<file path="config.mk">
export PLATFORM = sky130hd
export DESIGN_NAME = ex_muldiv_ctrl
export DESIGN_NICKNAME = d
export VERILOG_FILES = /design/src/rtl/ex_muldiv_ctrl.sv
export SDC_FILE = /design/constraint.sdc
export NUM_CORES = 1
export LEC_CHECK = 0
export CAP_MARGIN = 5
export CORE_UTILIZATION = 60
export CTS_BUF_LIST = sky130_fd_sc_hd__clkbuf_8 sky130_fd_sc_hd__clkbuf_16
export DETAILED_ROUTE_END_ITERATION = 8
export DONT_BUFFER_PORTS = 1
export MAX_ROUTING_LAYER = met4
export PLACE_DENSITY = 0.76
export SETUP_SLACK_MARGIN = 0.2
export SLEW_MARGIN = 20
export SYNTH_ARGS = -nofsm -noshare
export SYNTH_HDL_FRONTEND = slang
export SYNTH_SLANG_ARGS = --single-unit
</file>
<file path="constraint.sdc">
create_clock -name i_clk -period 16.2 [get_ports i_clk]
set_clock_uncertainty 0.15 [all_clocks]
set_input_delay 2.43 -clock i_clk [delete_from_list [all_inputs] [get_ports i_clk]]
set_output_delay 2.43 -clock i_clk [all_outputs]
set_load 0.005 [all_outputs]
</file>
<file path="src/rtl/ex_muldiv_ctrl.sv">
// ex_muldiv_ctrl: iterative multiply/divide sequencer beside the EX stage.
// Runs MULT/MULTU/DIV/DIVU on the forwarded EX operands (one operation in
// flight) and owns the architectural HI/LO registers.
//
// Ports:
//   i_clk, i_reset          clock, asynchronous active-high reset
//   i_start, i_op           EX holds a mul/div (00 MULT, 01 MULTU, 10 DIV, 11 DIVU)
//   i_operand_a/b           forwarded rs / rt values
//   i_flush                 abort the in-flight operation (wins over commit)
//   i_mf_req                EX holds MFHI/MFLO
//   o_busy                  sequencer not idle
//   o_stall                 combinational: o_busy & (i_mf_req | i_start)
//   o_done                  one-cycle pulse when HI/LO are committed
//   o_div_by_zero           sticky; set by a divide by zero, cleared on next accept
//   o_hi, o_lo              HI / LO registers
//
// Build option: define EX_MULDIV_EARLY_OUT_EN to skip iterations that cannot
// change the result (zero multiplier tail, leading zeros of the dividend).
module ex_muldiv_ctrl #(
   parameter int unsigned DATA_WIDTH = 32
) (
   input  logic                  i_clk,
   input  logic                  i_reset,
   input  logic                  i_start,
   input  logic [1:0]            i_op,
   input  logic [DATA_WIDTH-1:0] i_operand_a,
   input  logic [DATA_WIDTH-1:0] i_operand_b,
   input  logic                  i_flush,
   input  logic                  i_mf_req,
   output logic                  o_busy,
   output logic                  o_stall,
   output logic                  o_done,
   output logic                  o_div_by_zero,
   output logic [DATA_WIDTH-1:0] o_hi,
   output logic [DATA_WIDTH-1:0] o_lo
);

   localparam int unsigned W     = DATA_WIDTH;
   localparam int unsigned W2    = 2 * DATA_WIDTH;
   localparam int unsigned CNT_W = $clog2(DATA_WIDTH + 1);

   typedef enum logic [1:0] {
      IDLE   = 2'd0,
      CALC   = 2'd1,
      ADJUST = 2'd2
   } state_t;

   state_t           state_q, state_d;
   logic [CNT_W-1:0] cnt_q, cnt_d;
   logic [W2-1:0]    acc_q, acc_d;      // mul: {partial, multiplier}; div: {remainder, dividend/quotient}
   logic [W-1:0]     opnd_q, opnd_d;    // multiplicand or divisor magnitude
   logic             is_div_q, is_div_d;
   logic             neg_lo_q, neg_lo_d; // negate product / quotient
   logic             neg_hi_q, neg_hi_d; // negate remainder
   logic             dbz_q, dbz_d;
   logic [W-1:0]     hi_q, hi_d, lo_q, lo_d;
   logic             done_q, done_d;
   logic             dbz_flag_q, dbz_flag_d;
   logic             busy_q, busy_d;

   // Operand magnitudes; unsigned ops pass operands through untouched
   logic         is_signed, a_neg, b_neg;
   logic [W-1:0] a_mag, b_mag;

   assign is_signed = ~i_op[0];
   assign a_neg     = is_signed & i_operand_a[W-1];
   assign b_neg     = is_signed & i_operand_b[W-1];
   assign a_mag     = a_neg ? W'(-i_operand_a) : i_operand_a;
   assign b_mag     = b_neg ? W'(-i_operand_b) : i_operand_b;

   // Restoring divide step; the borrow of the trial subtraction is the inverted quotient bit
   logic [W:0]    rem_sh, rem_diff;
   logic          q_bit;
   logic [W2-1:0] div_next;

   assign rem_sh   = {acc_q[W2-1:W], acc_q[W-1]};
   assign rem_diff = rem_sh - {1'b0, opnd_q};
   assign q_bit    = ~rem_diff[W];
   assign div_next = {(q_bit ? rem_diff[W-1:0] : rem_sh[W-1:0]), acc_q[W-2:0], q_bit};

   // Shift-add multiply step, multiplier consumed LSB first
   logic [W:0]    mul_sum;
   logic [W2-1:0] mul_next;

   assign mul_sum  = {1'b0, acc_q[W2-1:W]} + (acc_q[0] ? {1'b0, opnd_q} : '0);
   assign mul_next = {mul_sum, acc_q[W-1:1]};

   // Sign fix-up applied in ADJUST
   logic [W2-1:0] prod_fix;
   logic [W-1:0]  quo_fix, rem_fix;

   assign prod_fix = neg_lo_q ? W2'(-acc_q) : acc_q;
   assign quo_fix  = neg_lo_q ? W'(-acc_q[W-1:0]) : acc_q[W-1:0];
   assign rem_fix  = neg_hi_q ? W'(-acc_q[W2-1:W]) : acc_q[W2-1:W];

`ifdef EX_MULDIV_EARLY_OUT_EN
   // Number of significant bits in v (0 for v == 0)
   function automatic logic [CNT_W-1:0] sig_bits(input logic [W-1:0] v);
      sig_bits = '0;
      for (int i = 0; i < int'(W); i++) begin
         if (v[i]) sig_bits = CNT_W'(i + 1);
      end
   endfunction

   logic [CNT_W-1:0] a_sig;
   logic [W-1:0]     rest_mask;
   logic             mul_rest_zero;

   assign a_sig         = sig_bits(a_mag);
   // Low cnt_q bits of the accumulator are the multiplier bits not yet consumed
   assign rest_mask     = ~({W{1'b1}} << cnt_q);
   assign mul_rest_zero = ((acc_q[W-1:0] & rest_mask) == '0);
`endif

   // Next-state and datapath update
   always_comb begin
      state_d    = state_q;
      cnt_d      = cnt_q;
      acc_d      = acc_q;
      opnd_d     = opnd_q;
      is_div_d   = is_div_q;
      neg_lo_d   = neg_lo_q;
      neg_hi_d   = neg_hi_q;
      dbz_d      = dbz_q;
      hi_d       = hi_q;
      lo_d       = lo_q;
      done_d     = 1'b0;
      dbz_flag_d = dbz_flag_q;

      case (state_q)
         IDLE: begin
            if (i_start && !i_flush) begin
               dbz_flag_d = 1'b0;
               is_div_d   = i_op[1];
               neg_lo_d   = a_neg ^ b_neg;
               neg_hi_d   = i_op[1] & a_neg;
               dbz_d      = 1'b0;
               cnt_d      = CNT_W'(W);
               state_d    = CALC;
               if (!i_op[1]) begin
                  opnd_d = a_mag;
                  acc_d  = {{W{1'b0}}, b_mag};
               end else if (i_operand_b == '0) begin
                  // Divide by zero: result is fixed, no iterations needed
                  dbz_d    = 1'b1;
                  neg_lo_d = 1'b0;
                  neg_hi_d = 1'b0;
                  acc_d    = {i_operand_a, {W{1'b1}}};
                  cnt_d    = '0;
                  state_d  = ADJUST;
               end else begin
                  opnd_d = b_mag;
`ifdef EX_MULDIV_EARLY_OUT_EN
                  // Leading zero dividend bits only produce zero quotient bits
                  acc_d = {{W{1'b0}}, W'(a_mag << (W - a_sig))};
                  cnt_d = a_sig;
                  if (a_sig == '0) state_d = ADJUST;
`else
                  acc_d = {{W{1'b0}}, a_mag};
`endif
               end
            end
         end

         CALC: begin
            if (i_flush) begin
               state_d = IDLE;
            end else begin
               cnt_d = cnt_q - CNT_W'(1);
               if (is_div_q) begin
                  acc_d = div_next;
               end else begin
                  acc_d = mul_next;
`ifdef EX_MULDIV_EARLY_OUT_EN
                  // Remaining steps would only shift; align the product in one go
                  if (mul_rest_zero) begin
                     acc_d = acc_q >> cnt_q;
                     cnt_d = '0;
                  end
`endif
               end
               if (cnt_d == '0) state_d = ADJUST;
            end
         end

         ADJUST: begin
            state_d = IDLE;
            if (!i_flush) begin
               done_d = 1'b1;
               if (is_div_q) begin
                  hi_d       = rem_fix;
                  lo_d       = quo_fix;
                  dbz_flag_d = dbz_q;
               end else begin
                  hi_d = prod_fix[W2-1:W];
                  lo_d = prod_fix[W-1:0];
               end
            end
         end

         default: state_d = IDLE;
      endcase

      busy_d = (state_d != IDLE);
   end

   // State and working registers
   always_ff @(posedge i_clk or posedge i_reset) begin
      if (i_reset) begin
         state_q    <= IDLE;
         cnt_q      <= '0;
         acc_q      <= '0;
         opnd_q     <= '0;
         is_div_q   <= 1'b0;
         neg_lo_q   <= 1'b0;
         neg_hi_q   <= 1'b0;
         dbz_q      <= 1'b0;
         hi_q       <= '0;
         lo_q       <= '0;
         done_q     <= 1'b0;
         dbz_flag_q <= 1'b0;
         busy_q     <= 1'b0;
      end else begin
         state_q    <= state_d;
         cnt_q      <= cnt_d;
         acc_q      <= acc_d;
         opnd_q     <= opnd_d;
         is_div_q   <= is_div_d;
         neg_lo_q   <= neg_lo_d;
         neg_hi_q   <= neg_hi_d;
         dbz_q      <= dbz_d;
         hi_q       <= hi_d;
         lo_q       <= lo_d;
         done_q     <= done_d;
         dbz_flag_q <= dbz_flag_d;
         busy_q     <= busy_d;
      end
   end

   assign o_busy        = busy_q;
   assign o_stall       = busy_q & (i_mf_req | i_start);
   assign o_done        = done_q;
   assign o_div_by_zero = dbz_flag_q;
   assign o_hi          = hi_q;
   assign o_lo          = lo_q;

endmodule
</file>
# == Word-level counts from Yosys, hierarchy flattened ==
# Index checks and enable logic that the tools add are counted.
# word_totals
regBits,175
latchBits,0
ramBits,0
mem_bits_ro,0
in_bits,71
out_inout_bits,68
wordCells,90
n_memories,0
# classes
add_sub_neg,8
mul,0
n_div,0
magnitude_cmp,0
eq_ne,7
shift,0
n_mux,40
bitwise,9
reduce_logical,13
# op_table
operator,n
$mux 64,6
$mux 32,10
$neg 32->32,4
$pmux 64 s2,1
$neg 64->64,1
$add 32x32->33,1
$sub 33x32->33,1
$logic_not 32->1,1
$mux 6,4
$pmux 6 s2,1
$mux 1,11
$mux 2,5
$ne 2x2->1 const B,5
$logic_not 6->1,1
$reduce_and 3->1,2
$reduce_bool 2->1,3
$sub 6x1->6 const B,1
$and 1x1->1,4
$pmux 2 s2,1
$reduce_and 2->1,2
$reduce_and 4->1,1
$not 1->1,3
$eq 2x1->1 const B,1
$eq 2x2->1 const B,1
6 further kinds,6

# == Logic depth before layout (Yosys ltp) ==
# Gate-level depths: netlist (run 1).
# logic_depth
ltp_word,7
mapped_depth,15
depth_no_buf,13

# == Worst setup path after synthesis (run 1) ==
# OpenSTA, ideal clock, no wires.
# synth_path
kind,input to output
from,in i_start
to,out o_stall
arrival_time_ns,2.602
t_required_ns,13.620
setup_slack_ns,11.018
cell_stages,1
n_path_buf,0
cell_sequence,o21a_1
# synth_between
elab_chain_cells,2
# synth_lines
item,line,text
start: declaration,24,"input logic i_start,"
$or 1x1->1,241,assign o_stall = busy_q & (i_mf_req | i_start);
$and 1x1->1,241,
end: declaration,31,"output logic o_stall,"
# Every way passes these cells.

# == Worst setup path after layout (run 1) ==
# layout_path
from,in i_operand_b[2]
to,reg opnd_q[16]
# layout_between
elab_chain_cells,4
word_cells_on_any_way,7
classes_between,1 x add/sub; 1 x eq/ne; 3 x mux; 2 x reduce/logical
# layout_lines
item,line,text
start: declaration,27,"input logic [DATA_WIDTH-1:0] i_operand_b,"
$neg 32->32,69,assign b_mag = b_neg ? W'(-i_operand_b) : i_operand_b;
$mux 32,69,
$mux 32,143,end else if (i_operand_b == '0) begin
$mux 32,140,if (!i_op[1]) begin
end signal: assignment,227,opnd_q <= opnd_d;
end: declaration,51,"logic [W-1:0] opnd_q, opnd_d;"
# Parallel ways exist; a longest one is shown, timed or not. The select of a mux whose other input is x is not followed.
# A chain may end at the register's enable or synchronous reset.

==> reports/results.ini, run 1 <==
[timing]
min_period_over_period_pct=35.7
fin_tns_setup_ps=0
finalHoldViolCount=0
rsz0062_at_grt=false
drv_slew=0
min_period_ps=5790
relSlewSlack_pct=23.5
worst_pin_slew_ps=1150
setup_violations=0
hold-worst-slack_ps=336
fmax_ghz=0.173

[clock_tree]
root_buffer=clkbuf_16
clk_latency_ps=450
clk_pin_slew_ps=90
post-cts-setup-buffers=0
cts_tree=built
cts_made_buffers=17
cts_sinks=175
ctsResizeCount=0
clk_path_buf_depth=2
htreeDepth=4
postCtsHoldBufs=0

[detailed_routing]
firstDrtPassIters=7
drcViolationCount=0
via_per_inst=6.73
wire_per_inst_um=23.1
drt_first_iter_violations=1343
ant_nets=0
dr_total_vias=14700
drt-total-wl_um=50500

[global_route]
grt_antenna_before_repair=4
grt_pass1_vias=13700
grt_overflow_total=0
grt_pass1_wl_um=77900
grt_max_degree=130
groute.usage.overall_pct=40.7

[pwr]
p_switching_mw=1.56
power.share.switching_pct=50.6
power_density_nw_per_um2=197
max-vdd-ir-drop_uv=143
intPower_mw=1.53
power.share.clock_pct=14.5
p_seq_share_pct=26.2
p_leak_nw=6.65
power_frac_comb_pct=59.3

[logic_synthesis]
synth_commonest_cells=nand2_1 (208), o21ai_0 (202), nor2_1 (188), dfrtp_1 (175), a21oi_1 (166)
synth_edf_count=0
ys.flop_type=dfrtp_1
ys_seq_area_share_pct=29.4
synth-seq-cells=175
synthArstFlopShare_pct=100
synth_area_leader_cell=dfrtp_1
avgSynthCellArea_sq_um=7.74
syn-num-nets=2064
yosysMostFrequentCell=nand2_1
syn_inst=1921
synth.top_cell.area_share_pct=29.4
synth_area_sq_um=14900
synthTopCellsByArea=dfrtp_1 (29%), o21ai_0 (6.8%), ha_1 (5.9%)
synth_warnings=0
synth_cell_type_count=81

[floorplanning]
core_area_sq_um=24300
ioPinCount=139
start_util_pct=61.2
rows=57
fp.dieW_um=159
dieArea_sq_um=25400
dieHeight_um=159

[worst_setup_path]
r2r_cells=14
r2r_slack_ps=11670
critPathMaxFanout=39
cp-start-kind=input port
crit_type=in2reg
timing.rr.end=acc_q[61]$_DFFE_PP0P_
required_ps=16380
arrival_ps=5960
end_kind=flip-flop
worstReg2RegStart=acc_q[31]$_DFFE_PP0P_

[run]
drv_cap=0

[final_layout]
nets=1990
areaGrowthSynthToFinish_pct=5.37
instances_no_fill=2186
layout-drive-gt1-share_pct=4.89
utilization_pct=64.4

[hold_path]
hold_class=reg2reg
min_from=opnd_q[29]$_DFFE_PP0P_
holdPathEnd=opnd_q[29]$_DFFE_PP0P_
hold-path-cell-count=2

[place]
post-dp-hpwl_um=38100
gp_congestion=1.08
io_buffer_count=0
placed_cells=2152

[status]
status=finished, final reports clean

## power by group through the flow
stage | logic (mW) | clock network [mW] | registers (mW)
CTS | 1.80 | 0.449 | 0.799
floorplan | 1.40 | 0 | 0.704
global placement | 1.77 | 0 | 0.802
finish | 1.83 | 0.447 | 0.811
detailed placement | 1.79 | 0 | 0.808
global route | 2.01 | 0.467 | 0.825
## final cells by class
class	instances	area, sq um
timing repair buffer	19	143
clock buffer	17	425
antenna	2	5.00
inverter	66	253
multi-input combinational	1568	9840
tap	324	405
clock inverter	15	220
sequential	175	4380
fill	2230	8650
## worst max-delay path by stage
stage | from | end | slack (ps) | cells past startpoint
2_1_floorplan | i_reset | acc_q[0]$_DFFE_PP0P_ | 8870 | 1
3_3_place_gp | i_operand_b[2] | opnd_q[17]$_DFFE_PP0P_ | 10180 | 9
3_5_place_dp | i_operand_b[2] | opnd_q[16]$_DFFE_PP0P_ | 10070 | 9
4_1_cts | i_operand_b[2] | opnd_q[8]$_DFFE_PP0P_ | 10540 | 9
5_1_grt | i_operand_b[2] | opnd_q[8]$_DFFE_PP0P_ | 10230 | 9
6_report | i_operand_b[2] | opnd_q[16]$_DFFE_PP0P_ | 10410 | 9
## sequential cells by signal, summed over array words and instances, names as in the netlist, 2 cells and up
| name | cells |
|---|---|
| o_hi | 32 |
| state_q | 2 |
| acc_q | 64 |
| opnd_q | 32 |
| o_lo | 32 |
| cnt_q | 6 |
## logic make-up (layout without fill, tap and decap cells)
group / Yosys count / after routing / share of synthesized area [%]
compound gates: 617 / 617 / 25.0
simple gates: 640 / 640 / 20.1
other cells: 0 / 2 / 0
fa+ha+maj: 72 / 72 / 6.16
mux: 65 / 65 / 4.47
flops: 175 / 175 / 29.4
xor+xnor: 174 / 174 / 10.2
buf+inv: 178 / 117 / 4.58
## through the flow
step                power [mW]  area, sq um  setup slack [ps]
detailed placement        2.60        15000             10070
global route              3.30        15700             10230
finish                    3.09        15700             10410
global placement          2.57        15000             10180
CTS                       3.05        15700             10540
floorplan                 2.11        14900              8870
## layout by cell type, fill, tap and decap left out, drive strengths merged, types with 54 or more instances in the layout
| cell type | count |
|---|---|
| xnor2 | 96 |
| nor3 | 58 |
| dfrtp | 175 |
| o21ai | 223 |
| inv | 74 |
| ha | 70 |
| mux2i | 54 |
| xor2 | 78 |
| nand2 | 208 |
| nor2 | 189 |
| a21oi | 167 |
## per-layer routing
metal | global-route usage [%] | wire length [um] | vias up
met5 | - | 0 | -
met4 | 21.9 | 2880 | 0
met3 | 9.33 | 5320 | 162
met2 | 60.7 | 22100 | 816
met1 | 51.2 | 20100 | 6999
li1 | - | - | 6724
## worst max-delay path, stage by stage
cell      delay, ps
or3_1           410
nor3b_1         470
nand4_1         390
or3_1           620
nor2_2          930
nor2_2          130
buf_4           310
o211ai_1        140
o21ai_0         120
No activity file was read; power rests on OpenSTA's default activity.
==> inputs of run 2 (changes only) <==
==> constraint.sdc (replaced) <==
create_clock -name i_clk -period 5.5 [get_ports i_clk]
set_clock_uncertainty 0.15 [all_clocks]
set_input_delay 0.825 -clock i_clk [delete_from_list [all_inputs] [get_ports i_clk]]
set_output_delay 0.825 -clock i_clk [all_outputs]
set_load 0.005 [all_outputs]
==> reports/results.ini, run 2 (synthesized netlist as in run 1, its figures left out) <==
[worst_setup_path]
cp-start-kind=flip-flop
end_kind=flip-flop
slowest_delay_ps=660
crit_type=reg2reg
critPathSlowestCell=o221a_2
cp_top_family=compound AO/OA/AOI/OAI gates
critPathMaxFanout=26
crit_chain=inv_1, ha_1, fa_1, nand2b_1, a21oi_1, o211ai_1, o31a_1, o211ai_1, o221a_2, buf_4, mux2_2, a21oi_1, nor3_1
worstPathBufferInverterCount=2
required_ps=5670
arrival_ps=4540

[detailed_routing]
drt_first_iter_violations=1671
ant_nets=0
drcViolationCount=0
via_per_inst=6.70
wire_per_inst_um=23.2
firstDrtPassIters=5
drt-total-wl_um=50900
dr_total_vias=14700

[pwr]
p_leak_nw=6.69
max-vdd-ir-drop_uv=390
power_density_nw_per_um2=583

[timing]
min_period_ps=4370
min_period_over_period_pct=79.5
drv_slew=0
fmax_ghz=0.229
hold-worst-slack_ps=81.5
setup_violations=0
worst_pin_slew_ps=987
setup_ws_ps=1130
fin_tns_setup_ps=0
rsz0062_at_grt=false
relSlewSlack_pct=34.1
finalHoldViolCount=0

[place]
post-dp-hpwl_um=38300
dp_slack_ps=1190
io_buffer_count=0
gp_congestion=1.07

[status]
status=finished, final reports clean

[global_route]
groute.usage.overall_pct=41.2
grt_antenna_before_repair=4
grt_pass1_vias=13500
grt_max_degree=130
grt_pass1_wl_um=78200
grt_overflow_total=0

[final_layout]
nets=1996
areaGrowthSynthToFinish_pct=5.77
layout-drive-gt1-share_pct=5.20
largest_register=acc_q
largest_reg_flops=64
final_cell_mix=nand2_1 (207), o21ai_0 (202), nor2_1 (185), dfrtp_1 (174), a21oi_1 (165)
final_common_cell=nand2_1
nFillCells=2142

[hold_path]
hold_class=in2async

[clock_tree]
ctsResizeCount=0
clk_pin_slew_ps=90
htreeDepth=4
cts_sinks=175
clk_latency_ps=450
cts_tree=built
post-cts-setup-buffers=0
root_buffer=clkbuf_16
postCtsHoldBufs=0
cts_made_buffers=17
clk_path_buf_depth=2

[run]
drv_cap=0

[floorplanning]
core_area_sq_um=24300
ioPinCount=139
dieArea_sq_um=25400
fp.dieW_um=159
start_util_pct=61.2
rows=57
dieHeight_um=159

==> run 2: cell count changes in the layout (fill, tap and decap cells not counted), sizes merged <==
cell / delta
buf: +6
clkinvlp: +1
diode: +1
clkinv: -1
==> run 2: through the flow <==
| stage | utilization [%] | power (mW) | std cells | area (sq um) |
|---|---|---|---|---|
| 2_1_floorplan | - | 6.21 | 1921 | 14900 |
| 6_report | 64.7 | 9.16 | 2193 | 15700 |
| 4_1_cts | 64.6 | 9.01 | 2190 | 15700 |
| 5_1_grt | 64.7 | 9.75 | 2193 | 15700 |
| 3_5_place_dp | 61.9 | 7.67 | 2158 | 15100 |
| 3_3_place_gp | 61.9 | 7.60 | 2158 | 15100 |
==> run 2: layout make-up <==
class                   count  area, sq um  area share (%)
flip-flops and latches    175         4380            27.8
multi-input cells        1568         9840            62.6
well taps                 324          405            2.58
diodes                      3         7.51          0.0477
clock inverters            15          220            1.40
repair buffers             25          200            1.27
clock buffers              17          425            2.70
inverters                  66          251            1.60
==> run 2: report_power, final <==
part	switching, mW	leakage [nW]	total [mW]	internal (mW)
logic	3.30	4.14	5.51	2.21
clock network	0.695	0.310	1.34	0.644
registers	0.647	2.24	2.32	1.67
==> run 2: worst reg2reg max path, delay by kind of cell (launching register included) <==
kind | cells | cell delay (ps)
AOI/OAI and AO/OA | 6 | 1810
adders and majority gates | 2 | 620
buffers and inverters | 2 | 500
DFF | 1 | 490
muxes | 1 | 370
and+or+nand+nor | 2 | 300
==> run 2: final timing paths <==
kind	from	end	slack (ps)	depth (start not counted)
setup / recovery	acc_q[31]$_DFFE_PP0P_	acc_q[42]$_DFFE_PP0P_	1130	13
hold / removal	i_reset	o_lo[15]$_DFFE_PP0P_	80	1
setup reg to reg	acc_q[31]$_DFFE_PP0P_	acc_q[42]$_DFFE_PP0P_	1130	13
hold reg to reg	opnd_q[23]$_DFFE_PP0P_	opnd_q[23]$_DFFE_PP0P_	340	2
max in group asynchronous	i_reset	acc_q[47]$_DFFE_PP0P_	4150	2
min in group i_clk	opnd_q[23]$_DFFE_PP0P_	opnd_q[23]$_DFFE_PP0P_	340	2
==> run 2: routing by layer <==
layer,track usage (%),up-vias,share of wire [%]
li1,-,6759,-
met1,53.1,6926,40
met2,59.9,824,43
met3,8.73,181,10
met4,23.1,0,6.1
met5,-,-,0
==> inputs of run 3 (changes only) <==
--- a/config.mk
+++ b/config.mk
@@ -6,12 +6,12 @@
 export NUM_CORES = 1
 export LEC_CHECK = 0
 export CAP_MARGIN = 5
-export CORE_UTILIZATION = 60
+export CORE_UTILIZATION = 59
 export CTS_BUF_LIST = sky130_fd_sc_hd__clkbuf_8 sky130_fd_sc_hd__clkbuf_16
 export DETAILED_ROUTE_END_ITERATION = 8
 export DONT_BUFFER_PORTS = 1
 export MAX_ROUTING_LAYER = met4
-export PLACE_DENSITY = 0.76
+export PLACE_DENSITY = 0.78
 export SETUP_SLACK_MARGIN = 0.2
 export SLEW_MARGIN = 20
 export SYNTH_ARGS = -nofsm -noshare
==> constraint.sdc (replaced) <==
create_clock -name i_clk -period 3.7 [get_ports i_clk]
set_clock_uncertainty 0.15 [all_clocks]
set_input_delay 0.555 -clock i_clk [delete_from_list [all_inputs] [get_ports i_clk]]
set_output_delay 0.555 -clock i_clk [all_outputs]
set_load 0.005 [all_outputs]
==> reports/results.ini, run 3 (synthesized netlist as in run 1, its figures left out) <==
[status]
status=finished, final reports clean

[clock_tree]
cts_tree=built
clk_latency_ps=450
root_buffer=clkbuf_16
cts_sinks=175
cts_made_buffers=17
clk_pin_slew_ps=80
clk_path_buf_depth=2
htreeDepth=4

[pwr]
max-vdd-ir-drop_uv=582
p_leak_nw=7.39
power_density_nw_per_um2=913
design_power_total_mw=15.6

[hold_path]
hold_class=in2reg
hold-path-cell-count=1

[final_layout]
final_common_cell=nand2_1
nets=2130
instances_no_fill=2328
layout-drive-gt1-share_pct=14.2
largest_register=acc_q
largest_reg_flops=64
utilization_pct=69.8
final_cell_mix=nand2_1 (206), o21ai_0 (192), nor2_1 (185), dfrtp_1 (169), a21oi_1 (157)
areaGrowthSynthToFinish_pct=15.0

[floorplanning]
ioPinCount=139
rows=57
dieArea_sq_um=25900
core_area_sq_um=24500
dieHeight_um=161
fp.dieW_um=161
start_util_pct=60.6

[worst_setup_path]
slowest_delay_ps=420
r2r_cells=15
path_common_cell=nor2_1
crit_type=reg2reg
critPathMaxFanout=10
critPathSlowestCell=dfrtp_1
cp-start-kind=flip-flop
arrival_ps=3630
end_kind=flip-flop
crit_chain=inv_2, buf_6, nor2_1, ha_1, and3_1, a211o_1, a21oi_2, nand4_1, a31oi_4, buf_4, nor2_1, o21ai_0, nor2_1, o21ai_0, o211ai_1
required_ps=3860

[detailed_routing]
via_per_inst=6.67
drcViolationCount=0
drt_first_iter_violations=1753
dr_total_vias=15500
firstDrtPassIters=7
wire_per_inst_um=24.2
ant_nets=0
drt-total-wl_um=56200

[global_route]
groute.usage.overall_pct=43.5
use_met2_pct=63.9
grt_busiest_layer=met2
grt_pass1_vias=14400
grt_overflow_total=0
grt_antenna_before_repair=3
grt_max_degree=130
use_met3_pct=15.0
use_met1_pct=52.9
grt_pass1_wl_um=83100

[timing]
min_period_over_period_pct=93.9
finalHoldViolCount=0
rsz0062_at_grt=true
hold-worst-slack_ps=66.4
drv_slew=0
fmax_ghz=0.288
setup_violations=0
worst_pin_slew_ps=1020
relSlewSlack_pct=31.6
setup_ws_ps=224
min_period_ps=3480

[place]
dp_slack_ps=-115
placed_cells=2270
post-dp-hpwl_um=42300
gp_congestion=1.06
io_buffer_count=0

[run]
drv_cap=0

[run 3: cell types whose count changed in the layout (fill, tap and decap cells not counted), moves of 8 or more]
cell / change
a21oi_1: -8
a21oi_2: +8
buf_4: +125
o21ai_0: -10
o21ai_1: +8
[run 3: path summary, 6_finish.rpt]
check | from | end | slack, ps
setup / recovery | acc_q[0]$_DFFE_PP0P_ | acc_q[53]$_DFFE_PP0P_ | 220
hold / removal | i_op[0] | neg_lo_q$_DFFE_PP0P_ | 70
setup reg to reg | acc_q[0]$_DFFE_PP0P_ | acc_q[53]$_DFFE_PP0P_ | 220
hold reg to reg | opnd_q[31]$_DFFE_PP0P_ | opnd_q[31]$_DFFE_PP0P_ | 340
max in group asynchronous | i_reset | acc_q[47]$_DFFE_PP0P_ | 2100
min in group asynchronous | i_reset | o_lo[17]$_DFFE_PP0P_ | 360
[run 3: critical path, delay by kind of cell (launching register included)]
| family | cells | cell delay [ps] |
|---|---|---|
| adder cells (fa/ha/maj) | 1 | 360 |
| AO/OA/AOI/OAI | 6 | 1360 |
| flip-flops | 1 | 420 |
| AND/OR/NAND/NOR | 5 | 630 |
| buffers and inverters | 3 | 400 |
[run 3: per-layer routing]
metal | wire length (um) | up-vias
met5 | 0 | -
met3 | 7240 | 209
met2 | 24400 | 960
met1 | 21500 | 7343
li1 | - | 7007
met4 | 3070 | 0
[run 3: layout make-up]
| cell class | instances | area, sq um |
|---|---|---|
| clock inverter | 15 | 179 |
| sequential | 175 | 4390 |
| fill | 2019 | 7420 |
| timing repair buffer | 159 | 1300 |
| multi-input combinational | 1568 | 10200 |
| inverter | 66 | 251 |
| tap | 324 | 405 |
| antenna | 4 | 10.0 |
| clock buffer | 17 | 425 |
[run 3: power by group]
| part | internal [mW] | switching (mW) |
|---|---|---|
| clock network | 0.919 | 0.975 |
| logic | 4.58 | 6.01 |
| registers | 2.50 | 0.641 |
[run 3: per-stage QoR]
| stage | area (sq um) | setup TNS, ps |
|---|---|---|
| finish | 17100 | 0 |
| global route | 17100 | 0 |
| CTS | 16700 | 0 |
| detailed placement | 16000 | -115 |
| global placement | 16000 | -24.3 |
| floorplan | 14900 | 0 |
[run 3: repair_timing]
item | in CTS | in global routing
setup endpoints to repair | 16 | 36
pin swaps | 4 | 27
gates cloned | 0 | 1
hold buffers | 1 | 0
buffers inserted | 3 | 17
gates resized for setup | 17 | 68
hold endpoints to repair | 7 | 0
